--- config.mk ---
export PLATFORM = sky130hd
export DESIGN_NAME = qspi_flash_ctrl_flat
export DESIGN_NICKNAME = d
export VERILOG_FILES = /design/src/rtl/qspi_flash_ctrl_if.sv /design/src/rtl/qspi_flash_ctrl.sv /design/src/flat_wrapper.sv
export SDC_FILE = /design/constraint.sdc
export NUM_CORES = 1
export LEC_CHECK = 0
export ABC_AREA = 1
export CAP_MARGIN = 20
export CORE_AREA = 8 8 72 74
export DETAILED_ROUTE_END_ITERATION = 7
export DIE_AREA = 0 0 80 82
export PLACE_DENSITY = 0.85
export SLEW_MARGIN = 20
export SYNTH_ARGS = -nofsm -noshare
export SYNTH_HDL_FRONTEND = slang
export SYNTH_SLANG_ARGS = --single-unit
--- constraint.sdc ---
create_clock -name clk -period 3.11 [get_ports clk]
set_input_delay 0.622 -clock clk [delete_from_list [all_inputs] [get_ports clk]]
set_output_delay 0.622 -clock clk [all_outputs]
set_load 0.01 [all_outputs]
--- src/rtl/qspi_flash_ctrl_if.sv ---
// Request/response bundle for the QSPI flash command sequencer.
// master = requester, slave = qspi_flash_ctrl.
interface qspi_flash_ctrl_if #(
  parameter int ADDR_W = 8
);
  logic              req_valid;
  logic              req_ready;
  logic [1:0]        req_cmd;
  logic [ADDR_W-1:0] req_addr;
  logic [7:0]        req_wdata;
  logic              rsp_valid;
  logic              rsp_ready;
  logic [7:0]        rsp_rdata;
  logic              rsp_err;

  modport master (
    output req_valid, req_cmd, req_addr, req_wdata, rsp_ready,
    input  req_ready, rsp_valid, rsp_rdata, rsp_err
  );

  modport slave (
    input  req_valid, req_cmd, req_addr, req_wdata, rsp_ready,
    output req_ready, rsp_valid, rsp_rdata, rsp_err
  );
endinterface

--- src/rtl/qspi_flash_ctrl.sv ---
// Byte-level read/write/erase sequencer for a nibble-wide QSPI flash.
// Ports: clk, reset_n, bus (slave: req/rsp handshakes), busy, mem_* strobes.
module qspi_flash_ctrl #(
  parameter int ADDR_W       = 8,
  parameter int READ_LAT     = 1,
  parameter int ERASE_CYCLES = 4
) (
  input  logic              clk,
  input  logic              reset_n,
  qspi_flash_ctrl_if.slave  bus,
  output logic              busy,
  output logic [ADDR_W-1:0] mem_addr,
  output logic              mem_nib_sel,
  output logic              mem_we,
  output logic              mem_re,
  output logic              mem_erase,
  output logic [3:0]        mem_wdata,
  input  logic [3:0]        mem_rdata
);

  localparam int MAXW = (READ_LAT > ERASE_CYCLES) ?
                        READ_LAT : ERASE_CYCLES;
  localparam int CW = $clog2(MAXW + 1);
  localparam logic [CW-1:0] RL_LD = CW'(READ_LAT - 1);
  localparam logic [CW-1:0] EC_LD =
    CW'((ERASE_CYCLES > 0) ? ERASE_CYCLES - 1 : 0);

  typedef enum logic [3:0] {
    IDLE, WR_LO, WR_HI, RD_LO, RD_LO_W,
    RD_HI, RD_HI_W, ERASE, ERASE_W, RSP
  } state_e;

  state_e            state_q;
  logic [CW-1:0]     cnt_q;
  logic [ADDR_W-1:0] addr_q;
  logic [3:0]        hi_q;
  logic [3:0]        lo_q;
  logic              rdy_q;
  logic              busy_q;
  logic              nib_q;
  logic              we_q;
  logic              re_q;
  logic              er_q;
  logic [3:0]        wd_q;
  logic              rv_q;
  logic [7:0]        rd_q;
  logic              err_q;

  always_ff @(posedge clk or negedge reset_n) begin
    if (!reset_n) begin
      state_q <= IDLE;
      cnt_q   <= '0;
      addr_q  <= '0;
      hi_q    <= '0;
      lo_q    <= '0;
      rdy_q   <= 1'b1;
      busy_q  <= 1'b0;
      nib_q   <= 1'b0;
      we_q    <= 1'b0;
      re_q    <= 1'b0;
      er_q    <= 1'b0;
      wd_q    <= '0;
      rv_q    <= 1'b0;
      rd_q    <= '0;
      err_q   <= 1'b0;
    end else begin
      // strobes are single-cycle unless a state re-raises them
      we_q <= 1'b0;
      re_q <= 1'b0;
      er_q <= 1'b0;
      wd_q <= '0;
      unique case (state_q)
        IDLE: begin
          if (bus.req_valid) begin
            addr_q <= bus.req_addr;
            hi_q   <= bus.req_wdata[7:4];
            rdy_q  <= 1'b0;
            busy_q <= 1'b1;
            nib_q  <= 1'b0;
            unique case (bus.req_cmd)
              2'b01: begin
                state_q <= RD_LO;
                re_q    <= 1'b1;
              end
              2'b10: begin
                state_q <= WR_LO;
                we_q    <= 1'b1;
                wd_q    <= bus.req_wdata[3:0];
              end
              2'b11: begin
                state_q <= ERASE;
                er_q    <= 1'b1;
              end
              default: begin
                state_q <= RSP;
                rv_q    <= 1'b1;
                err_q   <= 1'b1;
              end
            endcase
          end
        end
        WR_LO: begin
          state_q <= WR_HI;
          we_q    <= 1'b1;
          nib_q   <= 1'b1;
          wd_q    <= hi_q;
        end
        WR_HI: begin
          state_q <= RSP;
          rv_q    <= 1'b1;
        end
        RD_LO: begin
          state_q <= RD_LO_W;
          cnt_q   <= RL_LD;
        end
        RD_LO_W: begin
          if (cnt_q == '0) begin
            lo_q    <= mem_rdata;
            state_q <= RD_HI;
            re_q    <= 1'b1;
            nib_q   <= 1'b1;
          end else begin
            cnt_q <= cnt_q - 1'b1;
          end
        end
        RD_HI: begin
          state_q <= RD_HI_W;
          cnt_q   <= RL_LD;
        end
        RD_HI_W: begin
          if (cnt_q == '0) begin
            rd_q    <= {mem_rdata, lo_q};
            rv_q    <= 1'b1;
            state_q <= RSP;
          end else begin
            cnt_q <= cnt_q - 1'b1;
          end
        end
        ERASE: begin
          if (ERASE_CYCLES == 0) begin
            rv_q    <= 1'b1;
            state_q <= RSP;
          end else begin
            cnt_q   <= EC_LD;
            state_q <= ERASE_W;
          end
        end
        ERASE_W: begin
          if (cnt_q == '0) begin
            rv_q    <= 1'b1;
            state_q <= RSP;
          end else begin
            cnt_q <= cnt_q - 1'b1;
          end
        end
        RSP: begin
          if (bus.rsp_ready) begin
            rv_q    <= 1'b0;
            rd_q    <= '0;
            err_q   <= 1'b0;
            rdy_q   <= 1'b1;
            busy_q  <= 1'b0;
            state_q <= IDLE;
          end
        end
        default: begin
          state_q <= IDLE;
          rdy_q   <= 1'b1;
          busy_q  <= 1'b0;
        end
      endcase
    end
  end

  assign bus.req_ready = rdy_q;
  assign bus.rsp_valid = rv_q;
  assign bus.rsp_rdata = rd_q;
  assign bus.rsp_err   = err_q;
  assign busy          = busy_q;
  assign mem_addr      = addr_q;
  assign mem_nib_sel   = nib_q;
  assign mem_we        = we_q;
  assign mem_re        = re_q;
  assign mem_erase     = er_q;
  assign mem_wdata     = wd_q;

endmodule
--- src/flat_wrapper.sv ---
// flat-port wrapper written by rule: the top's interface ports become plain ports
module qspi_flash_ctrl_flat 
#(
  parameter int ADDR_W       = 8,
  parameter int READ_LAT     = 1,
  parameter int ERASE_CYCLES = 4
)
  (clk, reset_n, busy, mem_addr, mem_nib_sel, mem_we, mem_re, mem_erase, mem_wdata, mem_rdata, bus_req_valid, bus_req_cmd, bus_req_addr, bus_req_wdata, bus_rsp_ready, bus_req_ready, bus_rsp_valid, bus_rsp_rdata, bus_rsp_err);
  qspi_flash_ctrl_if #(.ADDR_W(ADDR_W)) bus_i ();
  input  logic clk;
  input  logic reset_n;
  output logic busy;
  output logic [ADDR_W-1:0] mem_addr;
  output logic mem_nib_sel;
  output logic mem_we;
  output logic mem_re;
  output logic mem_erase;
  output logic [3:0] mem_wdata;
  input  logic [3:0] mem_rdata;
  input wire logic [$bits(bus_i.req_valid)-1:0] bus_req_valid;
  input wire logic [$bits(bus_i.req_cmd)-1:0] bus_req_cmd;
  input wire logic [$bits(bus_i.req_addr)-1:0] bus_req_addr;
  input wire logic [$bits(bus_i.req_wdata)-1:0] bus_req_wdata;
  input wire logic [$bits(bus_i.rsp_ready)-1:0] bus_rsp_ready;
  output wire logic [$bits(bus_i.req_ready)-1:0] bus_req_ready;
  output wire logic [$bits(bus_i.rsp_valid)-1:0] bus_rsp_valid;
  output wire logic [$bits(bus_i.rsp_rdata)-1:0] bus_rsp_rdata;
  output wire logic [$bits(bus_i.rsp_err)-1:0] bus_rsp_err;
  assign bus_i.req_valid = bus_req_valid;
  assign bus_i.req_cmd = bus_req_cmd;
  assign bus_i.req_addr = bus_req_addr;
  assign bus_i.req_wdata = bus_req_wdata;
  assign bus_i.rsp_ready = bus_rsp_ready;
  assign bus_req_ready = bus_i.req_ready;
  assign bus_rsp_valid = bus_i.rsp_valid;
  assign bus_rsp_rdata = bus_i.rsp_rdata;
  assign bus_rsp_err = bus_i.rsp_err;
  qspi_flash_ctrl #(.ADDR_W(ADDR_W), .READ_LAT(READ_LAT), .ERASE_CYCLES(ERASE_CYCLES)) u_core (.clk(clk), .reset_n(reset_n), .bus(bus_i), .busy(busy), .mem_addr(mem_addr), .mem_nib_sel(mem_nib_sel), .mem_we(mem_we), .mem_re(mem_re), .mem_erase(mem_erase), .mem_wdata(mem_wdata), .mem_rdata(mem_rdata));
endmodule
==> metrics.log, run 1 <==
[metrics] status: finished clean
[metrics] Post-CTS Setup Inserts: 0
[metrics] library cell used as clock root buffer: sky130_fd_sc_hd__clkbuf_8
[metrics] maximum achievable frequency: 502 MHz
[metrics] core outline area: 4140 um2
[metrics] Worst Max-Slew Pin Slew: 0.918 ns
[metrics] FF+latch count, synth: 43
[metrics] post-placement setup slack: 1.01 ns
[metrics] number of H-tree levels: 2
[metrics] sum of internal, switching and leakage power: 2.55 mW
[metrics] Post-Syn Area: 2030 um2
[metrics] Detailed Route WL: 4.68 mm
[metrics] type of element launching the critical path: flip-flop
[metrics] vias per cell: 5.05
[metrics] Clock Sinks: 43
[metrics] antenna violations before repair: 0
[metrics] total via count after detailed routing: 1703
[metrics] RSZ-0062 raised after global routing: false
[metrics] wire length of the first global-routing pass: 8.05 mm
[metrics] detailed-route wire length per cell: 13.9 um
[metrics] Final Hold Vio Count: 0
[metrics] leakage power total: 1.32 nW
[metrics] normalized max-slew margin: 0.388
[metrics] Seq/Total Area, Yosys: 0.531
[metrics] nets@finish: 312
[metrics] Most used DFF post-synth: sky130_fd_sc_hd__dfrtp_1
[metrics] Clock Skew: 0.00456 ns
[metrics] most frequent cell after synthesis: sky130_fd_sc_hd__nand2_1
[metrics] die width: 80 um
[metrics] kind of critical path: reg -> out
[metrics] final worst path period share: 0.640
[metrics] Data required, critical path: 2.49 ns
[metrics] vertical die dimension: 82 um
[metrics] Syn Nets: 255
[metrics] iteration count of the initial detailed-routing pass: 6
[metrics] highest net fanout along the worst path: 2
[metrics] Core Rows: 24
[metrics] Synth Instances: 227
[metrics] antenna violation net count after detailed routing: 0
[metrics] worst setup margin: 1.12 ns
[metrics] CTS tree: built
[metrics] layout overhead on the synthesized area: 32.6%
[metrics] weighted congestion reported at the end of routability-driven placement: 0.843
[metrics] data arrival time of the critical path: 1.37 ns
[metrics] global-route congestion overflow total: 0
[metrics] Max Cap Violations: 0
[metrics] Starting Density: 0.489
[metrics] number of buffers on the longest clock path: 2
[metrics] async set-reset flop share out of synthesis: 1.00
[metrics] Tightest Hold Check Type: in -> async
[metrics] largest net degree at the start of global routing: 44
[metrics] iteration-0 DRC count of the detailed router: 119
[metrics] area enclosed by the die boundary: 6560 um2
[metrics] Filler cells: 364
[metrics] Total Routing Usage GR: 0.156
[metrics] Buf+Inv Stages, Crit Path: 1
[metrics] cell family with most CP delay: flip-flops
[metrics] stage delay of the slowest cell on the critical path: 0.55 ns
[metrics] # diodes: 0
[metrics] clock insertion delay at the later pin of the skew report: 0.29 ns
[metrics] library cells used by synthesis: 29
[metrics] crit end category: primary output
[metrics] final number of setup-violating endpoints: 0
[metrics] post-synth top area share: 0.518
[metrics] worst ir drop on vdd: 547 uV
[metrics] cells traversed along the worst timing path: clkdlybuf4s50_1
[metrics] total number of yosys warnings: 0
[metrics] largest cells by area after synthesis: sky130_fd_sc_hd__dfrtp_1, sky130_fd_sc_hd__nand2_1, sky130_fd_sc_hd__nand3_1
[metrics] number of I/O port buffers: 53
[metrics] # IOs: 54
[metrics] number of enable flip-flop cells after synthesis: 0
[metrics] cell type with the highest aggregate area in the netlist: sky130_fd_sc_hd__dfrtp_1
[metrics] CTS resizes: 0
[metrics] number of max-slew violations in the final report: 0
[metrics] cts-stage hold buffer count: 0
[metrics] clock-pin slew on the worst setup and hold paths: 0.08 ns
[metrics] Hold Worst Slack: 0.463 ns
[metrics] DRC viols: 0
[metrics] Power Dens Cells: 948 nW/um2
[metrics] final core utilization: 0.649
[metrics] fraction of final layout cells with drive strength greater than 1: 0.144
[metrics] Slowest cell on crit path: sky130_fd_sc_hd__dfstp_2
[metrics] clock period minus final worst setup slack: 1.99 ns
[metrics] final HPWL from detailed placement: 3.55 mm
[metrics] summed negative setup slack over all endpoints: 0 ns
[metrics] mean cell area of the mapped netlist: 8.93 um2
[metrics] total clock buffers created by CTS: 5
[metrics] via count of the first global-routing pass: 1696
[metrics] Commonest cells post-synth: sky130_fd_sc_hd__nand2_1, sky130_fd_sc_hd__dfrtp_1, sky130_fd_sc_hd__inv_1, sky130_fd_sc_hd__nand3_1, sky130_fd_sc_hd__o21ai_0
## placed cells by master, fill, tap and decap left out
cell,instances
sky130_fd_sc_hd__clkinv_2,1
sky130_fd_sc_hd__buf_2,1
sky130_fd_sc_hd__dfstp_2,1
sky130_fd_sc_hd__inv_1,24
sky130_fd_sc_hd__dfrtp_1,42
sky130_fd_sc_hd__clkbuf_1,1
sky130_fd_sc_hd__a21oi_1,5
sky130_fd_sc_hd__clkbuf_8,6
sky130_fd_sc_hd__clkdlybuf4s50_1,52
sky130_fd_sc_hd__nand2_4,1
sky130_fd_sc_hd__nor2_1,7
sky130_fd_sc_hd__clkinv_1,1
sky130_fd_sc_hd__nand3_1,20
sky130_fd_sc_hd__o21ai_2,9
sky130_fd_sc_hd__nand2_2,4
sky130_fd_sc_hd__o211ai_1,1
sky130_fd_sc_hd__nand3b_1,1
sky130_fd_sc_hd__o21a_1,1
sky130_fd_sc_hd__o21ai_1,4
sky130_fd_sc_hd__nand2_1,66
sky130_fd_sc_hd__ha_1,2
sky130_fd_sc_hd__nand4_1,2
sky130_fd_sc_hd__o22ai_1,1
sky130_fd_sc_hd__xor2_1,1
sky130_fd_sc_hd__or2_2,1
sky130_fd_sc_hd__nand3_2,2
sky130_fd_sc_hd__a21oi_2,1
sky130_fd_sc_hd__nand3b_4,1
sky130_fd_sc_hd__nor2_4,7
sky130_fd_sc_hd__o21ai_0,13
sky130_fd_sc_hd__inv_2,4
sky130_fd_sc_hd__nor2_2,2
## final cells by class
class	instances	area (um2)	area share
inverter	29	109	0.0405
clock inverter	1	5.00	0.00186
sequential	43	1080	0.401
multi-input combinational	152	821	0.305
timing repair buffer	53	526	0.195
clock buffer	7	86.3	0.0321
tap	52	65.1	0.0242
## state kept, by name (all words and copies together), names as in the netlist, 3 cells and up
name / cells
u_core.lo_q: 4
u_core.bus.rsp_rdata: 8
u_core.state_q: 4
u_core.mem_wdata: 4
u_core.cnt_q: 3
u_core.hi_q: 4
u_core.mem_addr: 8
## routing by layer
metal / global-route usage / wire length, um / vias to the layer above
met5: 0 / 0 / -
met4: 0.0655 / 88 / 0
met3: 0.0383 / 208 / 7
met2: 0.275 / 2500 / 42
met1: 0.178 / 1880 / 818
li1: - / - / 836
## power breakdown
part	leakage [nW]	internal, mW	total (mW)	switching (mW)
Combinational	0.729	0.549	1.23	0.683
Clock	0.0482	0.179	0.364	0.185
Sequential	0.544	0.798	0.954	0.156
## path summary, 6_finish.rpt
kind / from / to / slack (ns) / cells after the start
setup / recovery: u_core.bus.req_ready / bus_req_ready / 1.12 / 1
hold / removal: reset_n / u_core.mem_addr[5] / 0.46 / 1
setup reg to reg: u_core.state_q[0] / u_core.mem_wdata[1] / 1.42 / 5
hold reg to reg: u_core.mem_addr[0] / u_core.mem_addr[0] / 0.48 / 2
max in group asynchronous: reset_n / u_core.cnt_q[2] / 2.08 / 1
min in group clk: u_core.mem_addr[0] / u_core.mem_addr[0] / 0.48 / 2
## logic make-up (layout without fill, tap and decap cells)
logic type / Yosys count / in the layout / share of synthesized area
AOI/OAI and AO/OA: 35 / 35 / 0.108
xor gates and xnor gates: 1 / 1 / 0.00432
adders and majority gates: 2 / 2 / 0.0123
buffers and inverters: 32 / 90 / 0.0642
DFF: 43 / 43 / 0.531
and+or+nand+nor: 114 / 114 / 0.280
## metrics by stage
step / instances / instance area [um2]
3_3_place_gp: 329 / 2600
5_1_grt: 337 / 2690
3_5_place_dp: 329 / 2600
2_1_floorplan: 227 / 2030
4_1_cts: 337 / 2690
6_report: 337 / 2690
(Power assumes the default switching activity.)
==> run 2, diff against run 1 <==
CORE_AREA = 8 8 78 80   (was 8 8 72 74)
DIE_AREA = 0 0 86 88   (was 0 0 80 82)
PLACE_DENSITY = 0.76   (was 0.85)
clock period = 1.7 ns   (was 3.11 ns; I/O delays follow)
==> run 2 against run 1 <==
  * Combinational power rose by 83%
  * Clock-buffer cell count did not move
  * Via count fell by 1.9%
  * Worst hold slack improved by 0.018 ns
  * Non-clock buffer count rose by 7
  * Highest routed layer unchanged
  * Die area rose by 15%
  * Utilization fell by 8.1 points
  * Critical endpoint is now bus_rsp_rdata[2]
  * Final cell count rose by 7.4%
  * First-iteration DRC count fell by 24%
  * Critical path depth did not move
  * Worst setup slack got worse by 0.97 ns
==> metrics.log, run 2 (synthesized netlist as in run 1, its figures left out) <==
[metrics] status: finished clean (unchanged)
[metrics] via count of the first global-routing pass: 1696 (unchanged)
[metrics] Detailed Route WL: 4.57 mm (was 4.68 mm)
[metrics] startpoint of the tightest hold check path: u_core.mem_addr[7]
[metrics] Total Routing Usage GR: 0.134 (was 0.156)
[metrics] weighted congestion reported at the end of routability-driven placement: 0.860 (was 0.843)
[metrics] Clock Skew: 0.00408 ns (was 0.00456 ns)
[metrics] RSZ-0062 raised after global routing: false (unchanged)
[metrics] largest net degree at the start of global routing: 26 (was 44)
[metrics] maximum achievable frequency: 644 MHz
[metrics] normalized max-slew margin: 0.697 (was 0.388)
[metrics] number of placed cells counting well taps: 353 (was 329)
[metrics] antenna violations before repair: 0 (unchanged)
[metrics] slack of the worst reg-to-reg path: 0.22 ns (was 1.42 ns)
[metrics] Power Dens Cells: 1690 nW/um2 (was 948 nW/um2)
[metrics] Worst Max-Slew Pin Slew: 0.454 ns (was 0.918 ns)
[metrics] Buf+Inv Stages, Crit Path: 1 (unchanged)
[metrics] library cell used as clock root buffer: sky130_fd_sc_hd__clkbuf_8 (unchanged)
[metrics] fraction of final layout cells with drive strength greater than 1: 0.164 (was 0.144)
[metrics] clock-pin slew on the worst setup and hold paths: 0.08 ns (about the same)
[metrics] stage delay of the slowest cell on the critical path: 0.55 ns (about the same)
[metrics] number of buffers on the longest clock path: 2 (unchanged)
[metrics] vias per cell: 4.61 (was 5.05)
[metrics] nets@finish: 319 (was 312)
[metrics] cell family with most CP delay: buffers and inverters (was flip-flops)
[metrics] Hold Worst Slack: 0.481 ns (was 0.463 ns)
[metrics] final HPWL from detailed placement: 3.55 mm (about the same)
[metrics] clock period minus final worst setup slack: 1.55 ns
[metrics] top library cells by usage in the layout, fill and taps aside: sky130_fd_sc_hd__nand2_1, sky130_fd_sc_hd__clkdlybuf4s50_1, sky130_fd_sc_hd__dfrtp_1 (unchanged)
[metrics] Max Cap Violations: 0 (unchanged)
[metrics] worst ir drop on vdd: 741 uV (was 547 uV)
[metrics] DRC viols: 0 (unchanged)
[metrics] Post-CTS Setup Inserts: 0 (unchanged)
[metrics] most frequent standard cell in the layout excluding fill and tap cells: sky130_fd_sc_hd__nand2_1 (unchanged)
[metrics] iteration-0 DRC count of the detailed router: 90 (was 119)
[metrics] Worst R2R Start: u_core.state_q[0] (unchanged)
[metrics] leakage power total: 1.36 nW (was 1.32 nW)
[metrics] # diodes: 0 (unchanged)
[metrics] area enclosed by the die boundary: 7570 um2 (was 6560 um2)
[metrics] highest net fanout along the worst path: 2 (unchanged)
[metrics] Final Hold Vio Count: 0 (unchanged)
[metrics] Slowest cell on crit path: sky130_fd_sc_hd__clkdlybuf4s50_1 (was sky130_fd_sc_hd__dfstp_2)
[metrics] antenna violation net count after detailed routing: 0 (unchanged)
[metrics] kind of critical path: reg -> out (unchanged)
[metrics] source of the critical timing path: u_core.bus.rsp_rdata[2] (was u_core.bus.req_ready)
[metrics] total clock buffers created by CTS: 5 (unchanged)
[metrics] sum of internal, switching and leakage power: 4.70 mW (was 2.55 mW)
[metrics] # IOs: 54 (unchanged)
[metrics] cells traversed along the worst timing path: clkdlybuf4s50_1 (unchanged)
[metrics] Tightest Hold Check Type: reg -> reg (was in -> async)
[metrics] Core Rows: 26 (was 24)
[metrics] number of H-tree levels: 2 (unchanged)
[metrics] die width: 86 um (was 80 um)
[metrics] clock insertion delay at the later pin of the skew report: 0.29 ns (about the same)
[metrics] detailed-route wire length per cell: 12.6 um (was 13.9 um)
[metrics] global-route congestion overflow total: 0 (unchanged)
[metrics] final number of setup-violating endpoints: 0 (unchanged)
[metrics] vertical die dimension: 88 um (was 82 um)
[metrics] multi-input gate area in the final layout: 821 um2 (unchanged)
[metrics] final worst path period share: 0.914
[metrics] CTS tree: built (unchanged)
[metrics] Filler cells: 433 (was 364)
[metrics] number of I/O port buffers: 53 (unchanged)
[metrics] type of element launching the critical path: flip-flop (unchanged)
[metrics] layout overhead on the synthesized area: 37.6% (was 32.6%)
[metrics] crit end category: primary output (unchanged)
[metrics] data arrival time of the critical path: 1.21 ns (was 1.37 ns)
[metrics] core outline area: 4910 um2 (was 4140 um2)
[metrics] register cell area after layout: 1080 um2 (unchanged)
[metrics] summed negative setup slack over all endpoints: 0 ns (unchanged)
[metrics] Starting Density: 0.413 (was 0.489)
[metrics] Cell Count, Final, Fillers Out: 362 (was 337)
[metrics] wire length of the first global-routing pass: 7.91 mm (was 8.05 mm)
[metrics] Data required, critical path: 1.36 ns (was 2.49 ns)
[metrics] number of max-slew violations in the final report: 0 (unchanged)
[metrics] Clock Sinks: 43 (unchanged)
[metrics] iteration count of the initial detailed-routing pass: 4 (was 6)
[metrics] total via count after detailed routing: 1670 (was 1703)
run 2: worst paths after layout:
check,to,depth (start not counted)
max,bus_rsp_rdata[2],1
min,u_core.mem_addr[7],2
max reg2reg,u_core.state_q[3],8
min reg2reg,u_core.mem_addr[7],2
max in group asynchronous,u_core.bus.req_ready,3
min in group asynchronous,u_core.mem_erase,2
run 2: timing repair:
| item | in CTS | in global routing |
|---|---|---|
| endpoints found under the setup margin | 1 | 0 |
| hold endpoints to repair | 18 | 0 |
| hold buffers | 1 | 0 |
| resized for setup | 1 | 0 |
run 2: report_power, final:
part	switching, mW	internal, mW	total, mW	leakage, nW
clock	0.338	0.369	0.708	0.0505
combinational	1.22	1.03	2.25	0.767
sequential	0.282	1.46	1.74	0.544
total	1.84	2.86	4.70	1.36
run 2: cell type report:
class                   count  share of cell area
repair buffers             60               0.212
clock buffers               7              0.0345
inverters                  29              0.0390
well taps                  70              0.0314
multi-input cells         152               0.294
clock inverters             1             0.00269
flip-flops and latches     43               0.386
run 2: metrics by stage:
stage / setup slack [ns] / area (um2) / utilization
after global routing: 0.0616 / 2790 / 0.568
after detailed placement: 0.126 / 2680 / 0.545
after CTS: 0.116 / 2790 / 0.568
after global placement: 0.129 / 2680 / 0.545
after floorplan: 0.357 / 2030 / -
final: 0.146 / 2790 / 0.568
run 2: per-layer routing:
layer / vias up / track usage / wire, um
li1: 848 / - / -
met1: 775 / 0.153 / 1990
met2: 43 / 0.224 / 2270
met3: 4 / 0.0460 / 274
met4: 0 / 0.0525 / 38
met5: - / 0 / 0
==> run 3, diff against run 2 <==
CELL_PAD_IN_SITES_DETAIL_PLACEMENT = 0   (was default)
CELL_PAD_IN_SITES_GLOBAL_PLACEMENT = 1   (was default)
CORE_AREA = 2 2 83 85   (was 8 8 78 80)
DIE_AREA = 0 0 85 87   (was 0 0 86 88)
==> run 3 against run 2 <==
  * First-iteration DRC count is 29% lower
  * Worst hold slack got worse by 0.0093 ns
  * Clock power decreased by 11%
  * Sequential share of layout area about the same
  * Non-clock buffer count up 1
  * Routed wire length barely moved
  * Final cell count increased by 3.0%
  * Critical path depth unchanged
  * Largest cell class unchanged
  * Largest power group unchanged
  * Highest routed layer unchanged
==> metrics.log, run 3 (synthesized netlist as in run 1, its figures left out) <==
[metrics] status: finished clean (unchanged)
[metrics] Buf+Inv Stages, Crit Path: 1 (unchanged)
[metrics] core outline area: 6570 um2 (was 4910 um2)
[metrics] Int Power: 2.79 mW (was 2.86 mW)
[metrics] cell family with most CP delay: buffers and inverters (unchanged)
[metrics] fraction of final layout cells with drive strength greater than 1: 0.160 (was 0.164)
[metrics] number of I/O port buffers: 53 (unchanged)
[metrics] crit end category: primary output (unchanged)
[metrics] combinational group share of total power: 0.488 (was 0.479)
[metrics] wire length of the first global-routing pass: 8.02 mm (was 7.91 mm)
[metrics] worst ir drop on vdd: 718 uV (was 741 uV)
[metrics] # diodes: 0 (unchanged)
[metrics] Power Dens Cells: 1670 nW/um2 (was 1690 nW/um2)
[metrics] final HPWL from detailed placement: 3.34 mm (was 3.55 mm)
[metrics] Slowest cell on crit path: sky130_fd_sc_hd__clkdlybuf4s50_1 (unchanged)
[metrics] antenna violations before repair: 0 (unchanged)
[metrics] # IOs: 54 (unchanged)
[metrics] iteration count of the initial detailed-routing pass: 4 (unchanged)
[metrics] switching fraction of total power: 0.400 (was 0.392)
[metrics] Clk pwr share: 0.136 (was 0.150)
[metrics] stage delay of the slowest cell on the critical path: 0.56 ns (was 0.55 ns)
[metrics] normalized max-slew margin: 0.731 (was 0.697)
[metrics] vertical die dimension: 87 um (was 88 um)
[metrics] number of max-slew violations in the final report: 0 (unchanged)
[metrics] RSZ-0062 raised after global routing: false (unchanged)
[metrics] Data required, critical path: 1.36 ns (about the same)
[metrics] largest net degree at the start of global routing: 30 (was 26)
[metrics] die width: 85 um (was 86 um)
[metrics] antenna violation net count after detailed routing: 0 (unchanged)
[metrics] Filler cells: 626 (was 433)
[metrics] share of total power in sequential cells: 0.376 (was 0.370)
[metrics] clock insertion delay at the later pin of the skew report: 0.29 ns (about the same)
[metrics] Starting Density: 0.309 (was 0.413)
[metrics] Detailed Route WL: 4.57 mm (about the same)
[metrics] DRC viols: 0 (unchanged)
[metrics] CTS tree: built (unchanged)
[metrics] post-route cell area: 2790 um2 (about the same)
[metrics] Post-CTS Setup Inserts: 0 (unchanged)
[metrics] final number of setup-violating endpoints: 0 (unchanged)
[metrics] number of H-tree levels: 2 (unchanged)
[metrics] Max Cap Violations: 0 (unchanged)
[metrics] top library cells by usage in the layout, fill and taps aside: sky130_fd_sc_hd__nand2_1, sky130_fd_sc_hd__clkdlybuf4s50_1, sky130_fd_sc_hd__dfrtp_1 (unchanged)
[metrics] most congested layer reported by global routing: met2 (unchanged)
[metrics] Clock Skew: 0.00528 ns (was 0.00408 ns)
[metrics] maximum achievable frequency: 646 MHz (was 644 MHz)
[metrics] area enclosed by the die boundary: 7400 um2 (was 7570 um2)
[metrics] clock period minus final worst setup slack: 1.55 ns (about the same)
[metrics] slack of the worst reg-to-reg path: 0.16 ns (was 0.22 ns)
[metrics] Clock Sinks: 43 (unchanged)
[metrics] sum of internal, switching and leakage power: 4.65 mW (was 4.70 mW)
[metrics] met3 Track Usage GR: 0.0389 (was 0.0460)
[metrics] fraction of met2 tracks used by global routing: 0.219 (was 0.224)
[metrics] type of element launching the critical path: flip-flop (unchanged)
[metrics] layout overhead on the synthesized area: 37.4% (was 37.6%)
[metrics] kind of critical path: reg -> out (unchanged)
[metrics] Hold Worst Slack: 0.472 ns (was 0.481 ns)
[metrics] Tightest Hold Check Type: reg -> reg (unchanged)
[metrics] switching power of the nets: 1.86 mW (was 1.84 mW)
[metrics] clock-pin slew on the worst setup and hold paths: 0.08 ns (about the same)
[metrics] via count of the first global-routing pass: 1726 (was 1696)
[metrics] data arrival time of the critical path: 1.21 ns (about the same)
[metrics] Worst Max-Slew Pin Slew: 0.403 ns (was 0.454 ns)
[metrics] summed negative setup slack over all endpoints: 0 ns (unchanged)
[metrics] iteration-0 DRC count of the detailed router: 64 (was 90)
[metrics] detailed-route wire length per cell: 12.3 um (was 12.6 um)
[metrics] Total Routing Usage GR: 0.136 (was 0.134)
[metrics] leakage power total: 1.36 nW (about the same)
[metrics] most frequent standard cell in the layout excluding fill and tap cells: sky130_fd_sc_hd__nand2_1 (unchanged)
[metrics] final worst path period share: 0.911 (was 0.914)
[metrics] total via count after detailed routing: 1653 (was 1670)
[metrics] nets@finish: 320 (was 319)
[metrics] global-route congestion overflow total: 0 (unchanged)
[metrics] vias per cell: 4.43 (was 4.61)
[metrics] Final Hold Vio Count: 0 (unchanged)
[metrics] total clock buffers created by CTS: 5 (unchanged)
[metrics] cells traversed along the worst timing path: clkdlybuf4s50_1 (unchanged)
[metrics] global routing met1 resource utilization: 0.175 (was 0.153)
[metrics] weighted congestion reported at the end of routability-driven placement: 0.803 (was 0.860)
[metrics] Core Rows: 30 (was 26)
[metrics] area after detailed placement: 2700 um2 (was 2680 um2)
[metrics] highest net fanout along the worst path: 2 (unchanged)
[metrics] library cell used as clock root buffer: sky130_fd_sc_hd__clkbuf_8 (unchanged)
[metrics] number of buffers on the longest clock path: 2 (unchanged)
[run 3: changes by cell type in the layout (fill, tap and decap cells not counted)]
cell and delta:
sky130_fd_sc_hd__buf_4 +1, sky130_fd_sc_hd__clkbuf_8 -2, sky130_fd_sc_hd__clkbuf_1 +2, sky130_fd_sc_hd__clkinvlp_4 -1, sky130_fd_sc_hd__clkinv_2 +1
[run 3: final timing paths]
kind | cells after the start | startpoint | end
worst max-delay path | 1 | u_core.mem_nib_sel | mem_nib_sel
max in group asynchronous | 3 | reset_n | u_core.bus.req_ready
min in group asynchronous | 2 | reset_n | u_core.state_q[3]
worst max register to register | 8 | u_core.state_q[0] | u_core.state_q[3]
worst min-delay path | 2 | u_core.busy | u_core.busy
worst min register to register | 2 | u_core.busy | u_core.busy
[run 3: per-stage QoR]
step,std cells,utilization,setup slack (ns)
2_1_floorplan,227,-,0.357
3_3_place_gp,364,0.411,0.112
3_5_place_dp,364,0.411,0.121
4_1_cts,373,0.424,0.133
5_1_grt,373,0.424,0.0285
6_report,373,0.424,0.152
[run 3: what timing repair did]
item	in CTS	in global routing
gates resized for setup	1	0
endpoints found under the hold margin	14	0
setup endpoints to repair	1	0
hold buffers	1	0
[run 3: final cells by class]
class	count	area, um2	share of cell area
Tap cell	80	100	0.0359
Clock buffer	7	76.3	0.0274
Timing Repair Buffer	61	599	0.215
Multi-Input combinational cell	152	821	0.294
Sequential cell	43	1080	0.386
Clock inverter	1	5.00	0.00180
Inverter	29	109	0.0390
[run 3: power groups by stage]
| stage | sequential [mW] | clock (mW) | combinational (mW) |
|---|---|---|---|
| detailed placement | 1.76 | 0 | 2.29 |
| global placement | 1.77 | 0 | 2.28 |
| global route | 1.81 | 0.707 | 2.57 |
| floorplan | 1.85 | 0 | 1.25 |
| finish | 1.74 | 0.632 | 2.27 |
| CTS | 1.75 | 0.655 | 2.30 |
[run 3: metal layers]
| layer | part of all wire | routed length, um | vias to the layer above |
|---|---|---|---|
| met4 | 0.018 | 80 | 0 |
| met2 | 0.46 | 2110 | 42 |
| li1 | - | - | 850 |
| met5 | 0 | 0 | - |
| met3 | 0.058 | 266 | 8 |
| met1 | 0.46 | 2120 | 753 |
